**src/rtl/nn_pkg.sv**
```systemverilog
// Constants shared by the shift register, the control FSM and the output collector.
package nn_pkg;

   localparam int unsigned NN_DATA_W      = 8;
   localparam int unsigned NN_NUM_NEURONS = 4;

   localparam logic [1:0] SEL_SHIFT = 2'b00;
   localparam logic [1:0] SEL_HOLD  = 2'b01;
   localparam logic [1:0] SEL_LOAD  = 2'b10;

   typedef enum logic {
      ST_IDLE,
      ST_COLLECT
   } collect_state_e;

endpackage

```
**src/rtl/result_fifo.sv**
```systemverilog
// Small synchronous FIFO: head word is shown combinationally, pop on valid&&ready,
// push accepted when not full or when a pop frees a slot on the same edge.
module result_fifo #(
   parameter int unsigned WIDTH = 32,
   parameter int unsigned DEPTH = 2
) (
   input  logic             clk,
   input  logic             rstn,
   input  logic             i_push,
   input  logic [WIDTH-1:0] i_push_data,
   output logic             o_push_ok,
   output logic             o_full,
   output logic             o_valid,
   output logic [WIDTH-1:0] o_data,
   input  logic             i_ready
);

   localparam int unsigned PTR_W = $clog2(DEPTH);
   localparam int unsigned CNT_W = $clog2(DEPTH) + 1;

   logic [WIDTH-1:0] r_mem [DEPTH];
   logic [PTR_W-1:0] r_wr_ptr;
   logic [PTR_W-1:0] r_rd_ptr;
   logic [CNT_W-1:0] r_count;
   logic             w_pop;

   assign o_valid   = (r_count != '0);
   assign o_full    = (r_count == CNT_W'(DEPTH));
   assign w_pop     = o_valid && i_ready;
   assign o_push_ok = i_push && (!o_full || w_pop);
   assign o_data    = r_mem[r_rd_ptr];

   always_ff @(posedge clk) begin
      if (!rstn) begin
         for (int unsigned i = 0; i < DEPTH; i++) begin
            r_mem[i] <= '0;
         end
         r_wr_ptr <= '0;
         r_rd_ptr <= '0;
         r_count  <= '0;
      end else begin
         if (o_push_ok) begin
            r_mem[r_wr_ptr] <= i_push_data;
            r_wr_ptr        <= r_wr_ptr + 1'b1;
         end
         if (w_pop) begin
            r_rd_ptr <= r_rd_ptr + 1'b1;
         end
         case ({o_push_ok, w_pop})
            2'b10:   r_count <= r_count + 1'b1;
            2'b01:   r_count <= r_count - 1'b1;
            default: r_count <= r_count;
         endcase
      end
   end

endmodule

```
**src/rtl/network_output_collector.sv**
```systemverilog
// Collects result bytes shifted out of the input shift register, packs one word per
// inference (first byte out lands in the top lane) and queues it for a valid/ready sink.
module network_output_collector
   import nn_pkg::*;
#(
   parameter int unsigned DATA_W      = NN_DATA_W,
   parameter int unsigned NUM_NEURONS = NN_NUM_NEURONS,
   parameter int unsigned FIFO_DEPTH  = 2
) (
   input  logic                          clk,
   input  logic                          rstn,
   input  logic [1:0]                    selector,
   input  logic [DATA_W-1:0]             network_outputs,
   input  logic                          results_loaded,
   output logic [NUM_NEURONS*DATA_W-1:0] result_data,
   output logic                          result_valid,
   input  logic                          result_ready,
   output logic                          busy,
   output logic                          overflow,
   output logic                          protocol_err
);

   localparam int unsigned WORD_W = NUM_NEURONS * DATA_W;
   localparam int unsigned CNT_W  = (NUM_NEURONS > 1) ? $clog2(NUM_NEURONS) : 1;

   collect_state_e    r_state;
   collect_state_e    w_state_nxt;
   logic              r_shift_d;
   logic [CNT_W-1:0]  r_cnt;
   logic [WORD_W-1:0] r_data;
   logic              r_overflow;
   logic              r_protocol_err;

   logic              w_armed;
   logic              w_capture;
   logic              w_complete;
   logic [CNT_W-1:0]  w_lane;
   logic [WORD_W-1:0] w_word;
   logic              w_push_ok;
   logic              w_fifo_full;

   assign w_armed    = (r_state == ST_COLLECT);
   assign w_capture  = r_shift_d && w_armed;
   assign w_complete = w_capture && (r_cnt == CNT_W'(NUM_NEURONS - 1));
   assign w_lane     = CNT_W'(NUM_NEURONS - 1) - r_cnt;

   always_comb begin
      w_word = r_data;
      w_word[w_lane*DATA_W +: DATA_W] = network_outputs;
   end

   // A completing capture and a fresh results_loaded on the same edge both take
   // effect: the word is pushed, then the collector is re-armed.
   always_comb begin
      w_state_nxt = r_state;
      if (results_loaded) begin
         w_state_nxt = ST_COLLECT;
      end else if (w_complete) begin
         w_state_nxt = ST_IDLE;
      end
   end

   always_ff @(posedge clk) begin
      if (!rstn) begin
         r_state <= ST_IDLE;
      end else begin
         r_state <= w_state_nxt;
      end
   end

   always_ff @(posedge clk) begin
      if (!rstn) begin
         r_shift_d      <= 1'b0;
         r_cnt          <= '0;
         r_data         <= '0;
         r_overflow     <= 1'b0;
         r_protocol_err <= 1'b0;
      end else begin
         r_shift_d <= (selector == SEL_SHIFT);
         if (results_loaded) begin
            r_cnt  <= '0;
            r_data <= '0;
            if (w_armed && (r_cnt != '0) && !w_complete) begin
               r_protocol_err <= 1'b1;
            end
         end else if (w_capture) begin
            r_cnt  <= w_complete ? '0 : r_cnt + 1'b1;
            r_data <= w_complete ? '0 : w_word;
         end
         if (w_complete && !w_push_ok) begin
            r_overflow <= 1'b1;
         end
      end
   end

   result_fifo #(
      .WIDTH (WORD_W),
      .DEPTH (FIFO_DEPTH)
   ) u_result_fifo (
      .clk         (clk),
      .rstn        (rstn),
      .i_push      (w_complete),
      .i_push_data (w_word),
      .o_push_ok   (w_push_ok),
      .o_full      (w_fifo_full),
      .o_valid     (result_valid),
      .o_data      (result_data),
      .i_ready     (result_ready)
   );

   assign busy         = w_armed;
   assign overflow     = r_overflow;
   assign protocol_err = r_protocol_err;

endmodule

```
**config.mk**
```make
export PLATFORM = sky130hd
export DESIGN_NAME = network_output_collector
export DESIGN_NICKNAME = d
export VERILOG_FILES = /design/src/rtl/nn_pkg.sv /design/src/rtl/result_fifo.sv /design/src/rtl/network_output_collector.sv
export SDC_FILE = /design/constraint.sdc
export NUM_CORES = 1
export LEC_CHECK = 0
export ABC_AREA = 1
export CORE_MARGIN = 8
export CORE_UTILIZATION = 61
export DETAILED_ROUTE_END_ITERATION = 10
export PLACE_DENSITY = 0.95
export SLEW_MARGIN = 10
export SYNTH_ARGS = -nofsm -noshare
export SYNTH_HDL_FRONTEND = slang
export SYNTH_SLANG_ARGS = --single-unit
```
**constraint.sdc**
```tcl
create_clock -name clk -period 5.3 [get_ports clk]
set_input_delay 1.06 -clock clk [delete_from_list [all_inputs] [get_ports clk]]
set_output_delay 1.06 -clock clk [all_outputs]
set_load 0.01 [all_outputs]
```
Word-level counts from Yosys, hierarchy flattened
Memories as Yosys holds them, arrays and structs flattened. A register that Yosys moved wholly into a read port is not among the register bits.
Cells that the tools add are included.
W data, S select, Z words.

word-level totals
  register bits after elaboration = 42
  bits in writable memories = 64
  output and inout bits = 36
  logic and storage cells = 58
  memories = 1

memory list
  name                 words  width  read ports  clocked after memory_dff  wr ports  line               source
  u_result_fifo.r_mem  2      32     1           1                         2         result_fifo.sv:21  logic [WIDTH-1:0] r_mem [DEPTH];

cells by class
  add/subtract/negate cells = 7
  equal/unequal tests = 4
  shift operators = 2
  muxes and demuxes = 15
  bitwise operators = 1
  reductions and logical operators = 19

operators with widths
  operator                   number
  $mux W32                   2
  $neg A5 Y34                1
  $shift A8 B34 Y32 const A  1
  $shiftx A8 B34 Y32         1
  $bwmux W32                 1
  $reduce_or A32 Y1          1
  $mux W1                    10
  $reduce_bool A2 Y1         4
  $logic_and A1 B1 Y1        7
  $eq A2 B2 Y1 const B       3
  $add A2 B1 Y2 const B      2
  $pmux W2 S2                1
  $logic_not A1 Y1           3
  $add A1 B1 Y1 const B      2
  $eq A2 B1 Y1 const B       1
  $logic_not A2 Y1           1
  $mux W2                    1
  $reduce_and A2 Y1          1
  $reduce_or A2 Y1           1
  $sub A2 B1 Y2 const B      1
  $sub A2 B2 Y2 const A      1
  $logic_or A1 B1 Y1         1
  $not A1 Y1                 1

Longest topological paths before layout
  depth after elaboration = 9
  gate-level depth with buffers = 10

Cells and area by module
A second synthesis with hierarchy kept.

second synthesis, totals
  cells, all modules = 548
  area, all modules = 5158.7 um^2

modules (own cells, without submodules)
  module                    times used  cells each  area each (um^2)
  result_fifo               1           243         3129.3
  network_output_collector  1           305         2029.4

Least setup slack after synthesis
Ideal clock, no wire load.

  kind = input port to flip-flop
  start = input result_ready
  end = memory u_result_fifo.r_mem[0][0] (enable)
  library setup time = 0.389 ns
  data arrival time = 2.333 ns
  required time = 4.911 ns
  path slack = 2.577 ns
  cell stages on the path = 7
  buffers on the path = 1
  path through = inv_1 -> nand3_1 -> nand2_2 -> nor2_4 -> nand2_4 -> buf_6 -> nand2_1

RTL lines
  item             line                            source
  start, declared  network_output_collector.sv:17  input logic result_ready,
  end, declared    result_fifo.sv:21

Final worst setup path
  start = input rstn
  end = register r_cnt[0]

between the ends
  word-level cells in the longest chain between the ends = 2

ends and longest elaborated chain
  item                        line                            source
  start, declared             network_output_collector.sv:11  input logic rstn,
  $not A1 Y1 (no line)        --
  $reduce_or A2 Y1 (no line)  --
  end signal, assigned        network_output_collector.sv:87  r_cnt <= w_complete ? '0 : r_cnt + 1'b1;
  end, declared               network_output_collector.sv:29  logic [CNT_W-1:0] r_cnt;

Every way passes these cells.
A chain may end at the register's enable or synchronous reset.

==> reports/metrics.json <==
{
  "floorplan.rows": {"value": 32},
  "grt_setup_unrepaired": {"value": "false"},
  "syn-instance-count": {"value": 541},
  "routed_via_density": {"value": 5.37},
  "switching_share": {"value": 21.4, "unit": "%"},
  "max_stage_delay": {"value": 0.75, "unit": "ns"},
  "final.hold.worst_slack": {"value": 0.458, "unit": "ns"},
  "worstHoldPathType": {"value": "flip-flop to flip-flop"},
  "mean_routed_wirelength_per_cell": {"value": 15.2, "unit": "um"},
  "totalWireLength": {"value": 10500, "unit": "um"},
  "logic_pwr_share": {"value": 5.5, "unit": "%"},
  "postCtsSetupRepairBufs": {"value": 0},
  "replace_congestion": {"value": 0.923},
  "postRouteAntennaNets": {"value": 0},
  "commonest_non_fill_non_tap_cell_in_the_layout": {"value": "nand2_1"},
  "syn-num-nets": {"value": 561},
  "cp_top_family": {"value": "buffers and inverters"},
  "cts.root.buffer_cell": {"value": "clkbuf_8"},
  "final.min_clock_period": {"value": 3.10, "unit": "ns"},
  "cp.arrival": {"value": 3.37, "unit": "ns"},
  "ys_warn_count": {"value": 0},
  "ys_seq_area_share": {"value": 56.8, "unit": "%"},
  "vias": {"value": 3704},
  "area_delta_synth_final": {"value": 14.9, "unit": "%"},
  "slew_violations": {"value": 0},
  "tightestPinTransition": {"value": 1.08, "unit": "ns"},
  "tot_gr_track_use": {"value": 19.2, "unit": "%"},
  "timing.critical_path.buf_inv": {"value": 3},
  "setup_viol": {"value": 0},
  "first_global_vias": {"value": 3686},
  "gr-total-overflow": {"value": 0},
  "timing_worst_setup_path_type": {"value": "input pin to flip-flop"},
  "top_achievable_clock_speed": {"value": 0.323, "unit": "GHz"},
  "run_status": {"value": "finished clean"},
  "path_cells": {"value": "clkdlybuf4s50_1, inv_1, nor2_1, clkinv_1, a211oi_1"},
  "period_utilization": {"value": 58.4, "unit": "%"},
  "post_cts.resized_instances": {"value": 0},
  "pint": {"value": 0.00120, "unit": "W"},
  "clock_tree.htree_level_count": {"value": 3},
  "post-dp-hpwl": {"value": 7150, "unit": "um"},
  "crit_required": {"value": 5.57, "unit": "ns"},
  "finalClockSkew": {"value": 0.0132, "unit": "ns"},
  "library_cells_used_by_synthesis": {"value": 27},
  "timing.critical_path.fanout_max": {"value": 34},
  "grt_max_degree": {"value": 37},
  "setup.worst_path.start_class": {"value": "input pin"},
  "most-common-layout-cells": {"value": "nand2_1 (154), nor2_1 (80), edfxtp_1 (64)"},
  "fill_cells": {"value": 518},
  "clock_insertion_delay_worst_skew": {"value": 0.37, "unit": "ns"},
  "fin_nets": {"value": 603},
  "sequentialPowerShare": {"value": 59.1, "unit": "%"},
  "max_cap_violations": {"value": 0},
  "clk_pin_slew": {"value": 0.10, "unit": "ns"},
  "worst_setup_path_end_kind": {"value": "flip-flop"},
  "core": {"value": 7770, "unit": "um2"},
  "die_footprint": {"value": 11200, "unit": "um2"},
  "final.setup.tns": {"value": 0, "unit": "ns"},
  "tritoncts_num_sinks": {"value": 107},
  "powerDensity": {"value": 271, "unit": "nW/um2"},
  "clock_tree_from_tritoncts": {"value": "built"},
  "antenna_found_initial": {"value": 0},
  "dieHeight": {"value": 106, "unit": "um"},
  "drtPass1Iterations": {"value": 5},
  "floorplan.initialDensity": {"value": 63.1, "unit": "%"},
  "drc_violations_left": {"value": 0},
  "syn-cell-area": {"value": 4900, "unit": "um2"},
  "slowest_stage_cell_cp": {"value": "clkinv_1"},
  "grt_first_pass_wirelength": {"value": 17400, "unit": "um"},
  "net-switching-power": {"value": 0.000326, "unit": "W"},
  "synth-seq-cells": {"value": 107},
  "syn_avg_cell_area": {"value": 9.05, "unit": "um2"},
  "numPortBuffers": {"value": 49},
  "final_layout_size_suffix_gt1_share": {"value": 10.2, "unit": "%"},
  "die_w": {"value": 106, "unit": "um"},
  "max-slew-margin-rel": {"value": 28.2, "unit": "%"},
  "tritoncts.num_buffers": {"value": 9},
  "num_antenna_cells": {"value": 0},
  "leakagePower": {"value": 2.12, "unit": "nW"},
  "cts_hold_buf": {"value": 0},
  "ios": {"value": 50},
  "irDropWorstVdd": {"value": 169, "unit": "uV"},
  "ctsLongestPathBuffers": {"value": 2},
  "final_hold_viol_count": {"value": 0},
  "clock_network_fraction_of_design_power": {"value": 35.4, "unit": "%"},
  "first_iter_violations": {"value": 337}
}
metrics by stage:
step	power [W]	cells	area [um2]	utilization [%]	worst slack, ns
after detailed placement	0.00100	674	5420	69.7	1.87
after floorplan	0.000961	541	4900	-	2.58
after CTS	0.00153	690	5630	72.5	2.21
after global routing	0.00156	690	5630	72.5	2.00
final	0.00153	690	5630	72.5	2.20
after global placement	0.00100	674	5420	69.7	1.96
synth_stat cells:
cell,n,area (um2)
inv_1,59,221
inv_2,2,7.51
nor2_4,2,22.5
xor2_1,1,8.76
nand4_1,10,62.6
nand2_2,2,12.5
a211oi_1,1,7.51
buf_2,9,45.0
dfxtp_1,43,861
nand4_2,1,12.5
ha_1,6,75.1
nand2_4,1,11.3
edfxtp_1,64,1920
clkinv_1,4,15.0
buf_4,4,30.0
buf_1,1,3.75
mux2_2,31,349
nand2_1,154,578
a21oi_1,40,200
nand3_1,2,10.0
o21ai_0,11,55.1
nor3_1,1,5.00
buf_6,3,33.8
clkbuf_1,5,18.8
nor2_2,3,18.8
nor2_1,80,300
mux2_1,1,11.3
state kept, by name, summed over array words and instances (netlist names), 2 cells and up, named ones only:
register               count
u_result_fifo.r_count      2
u_result_fifo.r_mem       64
r_data                    32
r_cnt                      2
cells by family (layout without fill, tap and decap cells):
group,Yosys count,count (layout),share of synthesized area [%]
and+or+nand+nor,256,256,21.1
DFF,107,107,56.8
AOI/OAI and AO/OA,52,52,5.36
adders and majority gates,6,6,1.53
xor gates and xnor gates,1,1,0.179
buffers and inverters,87,134,7.66
muxes,32,32,7.36
power by group through the flow:
stage	combinational (W)	sequential (W)	clock, W
3_3_place_gp	0.0000817	0.000919	0
2_1_floorplan	0.0000431	0.000918	0
6_report	0.0000843	0.000901	0.000540
5_1_grt	0.0000910	0.000903	0.000570
4_1_cts	0.0000847	0.000901	0.000541
3_5_place_dp	0.0000837	0.000920	0
final timing paths:
check                              start                        end  slack [ns]  cells after the start
setup / recovery                    rstn                   r_cnt[0]        2.20                      5
hold / removal    u_result_fifo.r_rd_ptr     u_result_fifo.r_rd_ptr        0.46                      1
setup reg to reg                r_cnt[0]  u_result_fifo.r_mem[1][3]        2.39                      7
hold reg to reg   u_result_fifo.r_rd_ptr     u_result_fifo.r_rd_ptr        0.46                      1
cell type report:
class / instances / area, um2 / area share [%]
clock buffer: 10 / 128 / 2.27
clock inverter: 6 / 86.3 / 1.53
inverter: 65 / 244 / 4.33
multi-input combinational: 347 / 1740 / 30.9
sequential: 107 / 2780 / 49.4
tap: 102 / 128 / 2.27
timing repair buffer: 53 / 520 / 9.25
routing by layer:
| layer | GRT usage, % | vias up | wire, um |
|---|---|---|---|
| li1 | - | 1810 | - |
| met1 | 21.6 | 1719 | 4110 |
| met2 | 34.6 | 146 | 5460 |
| met3 | 2.31 | 29 | 600 |
| met4 | 10.8 | 0 | 327 |
| met5 | 0 | - | 0 |
No activity file was read; power rests on OpenSTA's default activity.
